<file path="src/rtl/wb_commit.sv">
// Write-back commit buffer: queues EX results in a DEPTH-entry FIFO and retires them into a 32x32 register file.
// Latency: a result pushed at edge N commits at edge N+1 at the earliest; read ports and hazard flag are combinational.
// Backpressure: ex_ready drops while the FIFO is full (no pass-through on a full drain cycle); wb_stall holds the head.
module wb_commit #(
    parameter int DEPTH = 4
) (
    input  logic        clk,
    input  logic        reset,
    input  logic        ex_valid,
    input  logic [4:0]  ex_rd,
    input  logic [31:0] ex_result,
    output logic        ex_ready,
    input  logic        wb_stall,
    input  logic [4:0]  ra_addr,
    input  logic [4:0]  rb_addr,
    output logic [31:0] ra_data,
    output logic [31:0] rb_data,
    output logic        raw_pending,
    output logic [31:0] last_commit,
    output logic [31:0] commit_count
);

    localparam int AW = $clog2(DEPTH);
    localparam int CW = AW + 1;

    typedef struct packed {
        logic [4:0]  rd;
        logic [31:0] result;
    } wb_entry_t;

    wb_entry_t       ent_q [DEPTH];
    logic [AW-1:0]   wr_ptr;
    logic [AW-1:0]   rd_ptr;
    logic [CW-1:0]   count;
    logic [31:0]     rf [32];

    logic            push;
    logic            drain;
    wb_entry_t       head;
    logic [AW-1:0]   offs [DEPTH];
    logic [DEPTH-1:0] ent_live;

    assign ex_ready = (count < CW'(DEPTH));
    assign push     = ex_valid & ex_ready;
    assign drain    = (count != '0) & ~wb_stall;
    assign head     = ent_q[rd_ptr];

    // An entry still counts as pending unless it is the head leaving this cycle.
    for (genvar g = 0; g < DEPTH; g++) begin : g_live
        assign offs[g]     = AW'(g) - rd_ptr;
        assign ent_live[g] = ({1'b0, offs[g]} < count) && !(drain && (AW'(g) == rd_ptr));
    end

    // FIFO storage, pointers and occupancy.
    always_ff @(posedge clk or posedge reset) begin
        if (reset) begin
            wr_ptr <= '0;
            rd_ptr <= '0;
            count  <= '0;
            for (int i = 0; i < DEPTH; i++) begin
                ent_q[i] <= '0;
            end
        end else begin
            if (push) begin
                ent_q[wr_ptr] <= '{rd: ex_rd, result: ex_result};
                wr_ptr        <= wr_ptr + AW'(1);
            end
            if (drain) begin
                rd_ptr <= rd_ptr + AW'(1);
            end
            case ({push, drain})
                2'b10:   count <= count + CW'(1);
                2'b01:   count <= count - CW'(1);
                default: count <= count;
            endcase
        end
    end

    // Register file write port; r0 is never written so it always reads zero.
    always_ff @(posedge clk or posedge reset) begin
        if (reset) begin
            for (int i = 0; i < 32; i++) begin
                rf[i] <= '0;
            end
        end else if (drain && (head.rd != 5'd0)) begin
            rf[head.rd] <= head.result;
        end
    end

    // Commit statistics; rd=0 drains still count.
    always_ff @(posedge clk or posedge reset) begin
        if (reset) begin
            commit_count <= '0;
            last_commit  <= '0;
        end else if (drain) begin
            commit_count <= commit_count + 32'd1;
            last_commit  <= head.result;
        end
    end

    // Read ports forward the head result when it is being written this cycle.
    always_comb begin
        ra_data = rf[ra_addr];
        rb_data = rf[rb_addr];
        if (drain && (head.rd != 5'd0) && (head.rd == ra_addr)) begin
            ra_data = head.result;
        end
        if (drain && (head.rd != 5'd0) && (head.rd == rb_addr)) begin
            rb_data = head.result;
        end
    end

    // Hazard: some buffered nonzero-destination entry not yet visible through the read ports.
    always_comb begin
        raw_pending = 1'b0;
        for (int i = 0; i < DEPTH; i++) begin
            if (ent_live[i] && (ent_q[i].rd != 5'd0) &&
                ((ent_q[i].rd == ra_addr) || (ent_q[i].rd == rb_addr))) begin
                raw_pending = 1'b1;
            end
        end
    end

endmodule

</file>
<file path="config.mk">
export PLATFORM = sky130hd
export DESIGN_NAME = wb_commit
export DESIGN_NICKNAME = d
export VERILOG_FILES = /design/src/rtl/wb_commit.sv
export SDC_FILE = /design/constraint.sdc
export NUM_CORES = 2
export LEC_CHECK = 0
export CAP_MARGIN = 10
export CORE_MARGIN = 2
export CORE_UTILIZATION = 40
export CTS_BUF_LIST = sky130_fd_sc_hd__clkbuf_4 sky130_fd_sc_hd__clkbuf_8
export CTS_CLUSTER_SIZE = 12
export DETAILED_ROUTE_END_ITERATION = 8
export GPL_TIMING_DRIVEN = 0
export SYNTH_ARGS = -nofsm -noshare
export SYNTH_HDL_FRONTEND = slang
export SYNTH_SLANG_ARGS = --single-unit
</file>
<file path="constraint.sdc">
create_clock -name clk -period 40.4 [get_ports clk]
set_input_delay 4.04 -clock clk [delete_from_list [all_inputs] [get_ports clk]]
set_output_delay 4.04 -clock clk [all_outputs]
set_load 0.02 [all_outputs]
</file>
* Word level (Yosys, flattened, before mapping)
Index checks and enable logic that the tools add are counted.
** Storage, ports and cells
- Output and inout port bits :: 130
- Bits in writable memories :: 0
- Memory bits (read-only) :: 0
- Word-level logic and storage cells :: 148
- Memories :: 0
- Bits in latches :: 0
- Bits in registers :: 1243
- Input port bits :: 51
** Operators by class
- Add/subtract/negate cells :: 9
- Reductions and logical operators :: 37
- Shifts and indexed selects :: 0
- Multipliers :: 0
- Bitwise logic cells :: 8
- Equality and inequality tests :: 15
- Magnitude comparators :: 12
- Muxes and demuxes :: 22
- Divide/modulo/power cells :: 0
** Operators with widths (count)
- bitwise mux 1024 bit :: 1
- binary-select mux 32 bit (select 5 bit) :: 2
- 2-to-1 mux 32 bit :: 7
- demux 32 bit (select 5 bit) :: 1
- bitwise mux 148 bit :: 1
- 2-to-1 mux 37 bit :: 3
- binary-select mux 37 bit (select 2 bit) :: 1
- demux 37 bit (select 2 bit) :: 1
- equality test 5 bit :: 10
- adder 32 x 1 -> 32 bit (second input constant) :: 1
- nonzero test 5 bit :: 5
- logical AND 1 bit :: 21
- >= comparator 6 bit (second input constant) :: 3
- NOT 5 -> 6 bit :: 3
- less-than comparator 2 x 3 -> 1 bit :: 4
- >= comparator 3 bit (second input constant) :: 2
- less-than comparator 6 x 1 -> 1 bit (second input constant) :: 1
- NOT 2 -> 3 bit :: 2
- case mux 3 bit (2 select lines) :: 1
- adder 2 x 1 -> 2 bit (second input constant) :: 2
- equality test 2 bit (first input constant) :: 2
- zero test 1 bit :: 4
- logical OR 1 bit :: 4
- 2-to-1 mux 1 bit :: 4
- 14 further kinds :: 17

* Depth between registers and ports, before layout
- Word-level depth :: 11
- Mapped depth :: 12
- Depth with buffers taken out :: 9

* Worst setup path before layout
OpenSTA, ideal clock, no wires.
- Path type :: input -> output
- Start :: input rb_addr[0]
- End :: output rb_data[10]
- Stages :: 6
- Buffers on the path :: 3
- Arrival :: 6313 ps
- Path slack :: 30047 ps
- Cells stage by stage :: clkbuf_1 buf_1 xor2_1 nor4_1 buf_2 mux2i_1
** Between the ends
- Cells in the longest elaborated chain, start to end :: 5
** Ends and longest elaborated chain
- start: declaration :: line 15 : input logic [4:0] rb_addr,
- NOT 5 -> 6 bit (not written as such) :: line 104 : rb_data = rf[rb_addr];
- binary-select mux 32 bit (select 5 bit) :: line 104
- 2-to-1 mux 32 bit (not written as such) (2 in series) :: line 104
- 2-to-1 mux 32 bit (*) :: line 108 : if (drain && (head.rd != 5'd0) && (head.rd == rb_addr)) begin
- end: declaration :: line 17 : output logic [31:0] rb_data,
Mark *: on every way between the ends. The rest lies on a longest branch, timed or not. The select of a mux whose other input is x is not followed.

* Worst setup path after layout
- Start :: input ra_addr[0]
- End :: output ra_data[30]
** Between the ends
- Cells in the longest elaborated chain, start to end :: 5
** Ends and longest elaborated chain
- start: declaration :: line 14 : input logic [4:0] ra_addr,
- NOT 5 -> 6 bit (not written as such) :: line 103 : ra_data = rf[ra_addr];
- binary-select mux 32 bit (select 5 bit) :: line 103
- 2-to-1 mux 32 bit (not written as such) (2 in series) :: line 103
- 2-to-1 mux 32 bit (*) :: line 105 : if (drain && (head.rd != 5'd0) && (head.rd == ra_addr)) begin
- end: declaration :: line 16 : output logic [31:0] ra_data,
Marks and branches as above.

==> results by stage <==
Critical path:
- The nature of the critical path endpoint is an output pin.
- In this run the worst path has a maximum fanout of 10.
- For the worst setup path, the data required time is roughly 36 ns.
- The worst-path cell with the longest stage delay is sky130_fd_sc_hd__buf_1.
- Broken down by cell family, the worst path's largest delay share belongs to buffers and inverters.
- Among the stages of the critical path, the cell type that occurs most often is sky130_fd_sc_hd__clkbuf_1.
- Together, buffers and inverters on the worst path number 5.
- The largest incremental delay on the critical path is around 0.95 ns.
- The data arrival time of the critical path is roughly 9.3 ns.
- The critical path depth in cells is 10.
- The number of cell instances on the worst register-to-register path is 7.
- The sort of element at the start of the critical path is an input port.
- The critical path in this run is classified as input port to output pin.
- The signal on the critical path passes through clkbuf_1 > buf_8 > clkbuf_1 > buf_1 > mux4_2 > a22oi_1 > nand2_1 > a21oi_1 > mux2i_1 > clkdlybuf4s50_1.

Yosys:
- The sequential share of the synthesized area is about half.
- The fraction of registers with async set/reset is 100.0%.
- Of the post-synthesis cell area, the dominant cell type holds between 40% and 50%.
- The most used flip-flop cell after synthesis is sky130_fd_sc_hd__dfrtp_1.
- Each instance of the synthesized netlist takes up on average approximately 13 um2.
- The post-synthesis cell type count is 42.
- Synthesis produced just over 5000 cells.
- By area the synthesized netlist is led by sky130_fd_sc_hd__dfrtp_1, sky130_fd_sc_hd__mux4_2, sky130_fd_sc_hd__mux2_2.
- The number of nets in the synthesized netlist is about 5100.
- The largest total area in the synthesized netlist belongs to sky130_fd_sc_hd__dfrtp_1.
- The synthesized design contains 1243 register bits.
- The number of warnings printed during yosys synthesis is 0.
- The summed instance area of the synthesized netlist is 0.06310 mm2.
- Counting flops with a built-in enable in the synthesized netlist gives 0.

Die:
- The standard cell core area is between 0.15 and 0.2 mm2.
- The floorplan has 145 rows.
- The initial core utilization is 40.35%.
- 181 I/O pins were placed.
- The floorplan step defined a die boundary enclosing between 0.15 and 0.2 mm2.
- The vertical extent of the die is roughly 400 um.
- The horizontal extent of the die is about 400 um.

Finish:
- Leaving out fill and tap cells, the most frequent cells in the layout are sky130_fd_sc_hd__dfrtp_1, sky130_fd_sc_hd__nand2_1, sky130_fd_sc_hd__o21ai_0, sky130_fd_sc_hd__mux2_2, sky130_fd_sc_hd__mux4_2.
- Measured on the finished design, the core utilization comes to ~47%.
- The footprint of the flip-flops and latches is around 0.031 mm2.
- The area of combinational cells with multiple inputs is 0.02984 mm2.
- Counting the fill cells in the layout gives ~14000.
- The leading cell type in the layout, fill and taps excluded is sky130_fd_sc_hd__dfrtp_1.
- The area growth from synthesis to layout is 15.77%.
- For this run, the number of standard cells in the final layout without fillers is ~7700.
- The summed area of non-filler cells in the final layout is roughly 0.073 mm2.
- The total number of nets in the final design is ~5500.
- The share of layout cells above drive strength 1 is 29.03%.

Min path:
- The path category of the worst min-delay check is register to register.
- The worst hold path was traced through 2 stages.

Clocking:
- At the later pin of the worst-skew pair, clock insertion delay measures between 1 and 1.5 ns.
- Counting along the longest clock path gives a buffer depth of 3.
- The H-tree was split into 4 levels.
- Post-CTS repair changed the size of 0 cells.
- Clock-pin slew was measured on the worst setup and hold paths at around 0.060 ns.
- The TritonCTS clock tree is yes.
- CTS placed an instance of sky130_fd_sc_hd__clkbuf_8 at the clock tree root.
- The clock net sink count is between 1000 and 1500.
- The total clock buffers created by CTS is about 210.
- The total setup buffers inserted after CTS is 0.
- Hold repair after CTS inserted 0 buffers.

Place:
- The count of buffers added on input and output ports is around 170.
- The placed cell count is approximately 7300.
- The setup slack after placement is about 27 ns.
- The post-place instance area is roughly 0.068 mm2.
- The last weighted congestion value of the routability-driven placer is just under 1.
- Summed over all nets, the half-perimeter wirelength after detailed placement is 180.6 mm.

Timing:
- After routing, the total negative slack on setup checks comes to 0 ns.
- The slew of the pin with the lowest slew margin is approximately 1.4 ns.
- Headroom to the max-slew limit came out at around 5.7%.
- The final number of max-transition violations was 0.
- For the finished layout, the period the worst path requires is 13.36 ns.
- The final critical path takes up 33.07% of the cycle.
- Setup violations remaining at the end of the flow were counted as 0.
- The final worst clock skew is around 0.066 ns.
- The achievable clock frequency is 74.85 MHz.
- The number of hold-slack violations in the final timing report was 0.
- Setup repair after global routing left no endpoint under its margin.
- The smallest hold slack is ~0.48 ns.
- The final setup slack of the worst path is approximately 27 ns.

Power and ir drop:
- The switching power summed over all nets is approximately 2.3 mW.
- The reported leakage power is ~31 nW.
- The proportion of power drawn by flip-flops and latches is 36.0%.
- The internal power of the cells totals between 3 and 4 mW.
- The share of total power dissipated in combinational logic is between 40% and 50%.
- The power density relative to cell area is 76.35 mW/mm2.
- Power comes to between 5 and 6 mW.
- The switching fraction of total power is about 41%.
- The worst voltage drop across the vdd grid is about 0.047 mV.
- The clock network fraction of design power is between 20% and 30%.

Route:
- Summing over every cut layer, the via total after detailed routing is approximately 49000.
- After detailed routing, the average wire length per cell comes to 32.02 um.
- The count of unresolved DRC violations after routing is 0.
- The count of antenna-violating nets left after detailed routing is 0.
- The routed design has 246.7 mm of wire.
- The number of DRC violations after detailed-routing iteration 0 is approximately 6000.
- The total iterations of the first detailed-routing run is 6.
- After detailed routing, the number of vias per cell comes to around 6.3.

Global route:
- In the global route stage, overall resource usage came out at 30.52%.
- The number of global-route vias before repair is around 48000.
- The initial antenna violation count is 15.
- The first global-routing pass estimated ~350 mm of wire.
- The overall overflow remaining after global route is 0.
- Entering global routing, the biggest net connects 131 pins.

Flow run:
- The max-cap violation count is 0.

Run status:
- The run finished with clean final reports.
Yosys cell counts (2+ instances only):
cell and count:
sky130_fd_sc_hd__dfrtp_1 1243, sky130_fd_sc_hd__nand2_1 736, sky130_fd_sc_hd__o21ai_0 609, sky130_fd_sc_hd__mux2_2 593
sky130_fd_sc_hd__mux4_2 517, sky130_fd_sc_hd__clkbuf_1 400, sky130_fd_sc_hd__a22oi_1 131, sky130_fd_sc_hd__o22ai_1 129
sky130_fd_sc_hd__mux2i_1 97, sky130_fd_sc_hd__buf_1 80, sky130_fd_sc_hd__nor3_1 74, sky130_fd_sc_hd__a21oi_1 69
sky130_fd_sc_hd__xnor2_1 46, sky130_fd_sc_hd__buf_2 44, sky130_fd_sc_hd__xor2_1 40, sky130_fd_sc_hd__o21a_1 32
sky130_fd_sc_hd__nor2_1 31, sky130_fd_sc_hd__o21ai_2 31, sky130_fd_sc_hd__nand3_1 17, sky130_fd_sc_hd__ha_1 14
sky130_fd_sc_hd__inv_1 14, sky130_fd_sc_hd__and3_1 10, sky130_fd_sc_hd__buf_6 9, sky130_fd_sc_hd__or2_2 8
sky130_fd_sc_hd__nand2b_1 7, sky130_fd_sc_hd__nand4_1 7, sky130_fd_sc_hd__nor2b_1 6, sky130_fd_sc_hd__or3_1 6
sky130_fd_sc_hd__or4_1 6, sky130_fd_sc_hd__nor4_1 5, sky130_fd_sc_hd__a2111oi_0 3, sky130_fd_sc_hd__and4_1 3
sky130_fd_sc_hd__mux2_1 3, sky130_fd_sc_hd__nand3b_1 3, sky130_fd_sc_hd__o21ai_1 3, sky130_fd_sc_hd__or4b_1 3
sky130_fd_sc_hd__and2_1 2
final timing paths:
check                                      from              end  slack (ns)
worst min-delay path            last_commit[26]  last_commit[26]        0.48
max in group asynchronous                 reset   last_commit[9]       34.92
min in group asynchronous                 reset          rf[822]        3.46
worst max register to register        rd_ptr[1]           rf[71]       35.77
worst max-delay path                 ra_addr[0]      ra_data[30]       27.04
worst min register to register  last_commit[26]  last_commit[26]        0.48
worst min-delay path, stage by stage, from the launching register on:
cell	delay (ns)
sky130_fd_sc_hd__dfrtp_1	0.34
sky130_fd_sc_hd__nand2_1	0.04
sky130_fd_sc_hd__o21ai_0	0.06
layout make-up:
class	count	area share (%)
clock buffer	323	5.546
timing repair buffer	222	3.530
antenna	17	0.05823
buffer	533	2.917
multi-input combinational	3246	40.85
clock inverter	51	0.9146
tap	2058	3.525
inverter	14	0.08221
sequential	1243	42.58
power groups by stage:
| stage | logic, mW | clock network [mW] | registers [mW] |
|---|---|---|---|
| 3_5_place_dp | 2.23 | 0 | 2.01 |
| 6_report | 2.29 | 1.28 | 2.01 |
| 3_3_place_gp | 2.19 | 0 | 1.99 |
| 2_1_floorplan | 1.35 | 0 | 1.95 |
| 5_1_grt | 2.39 | 1.35 | 2.06 |
| 4_1_cts | 2.24 | 1.29 | 1.99 |
kinds of logic after synthesis:
logic type	count (synthesis)	synth area share (%)
adders and majority gates	15	0.3093
muxes	1210	30.63
buffers and inverters	547	3.448
DFF	1243	49.29
and+or+nand+nor	927	6.026
AOI/OAI and AO/OA	1008	9.103
xor gates and xnor gates	86	1.194
per-layer routing:
layer | GRT usage (%) | routed length, um | vias up
met5 | 0 | 185 | -
met4 | 19.73 | 18540 | 14
met3 | 9.771 | 26910 | 796
met2 | 44.93 | 107900 | 2970
met1 | 38.84 | 93160 | 25340
li1 | - | - | 19490
registers in the layout, summed over array words and instances, names as in the netlist:
| name | flops |
|---|---|
| commit_count | 32 |
| count | 3 |
| ent_q | 148 |
| last_commit | 32 |
| rd_ptr | 2 |
| rf | 1024 |
| wr_ptr | 2 |
No activity file was read; power rests on OpenSTA's default activity.
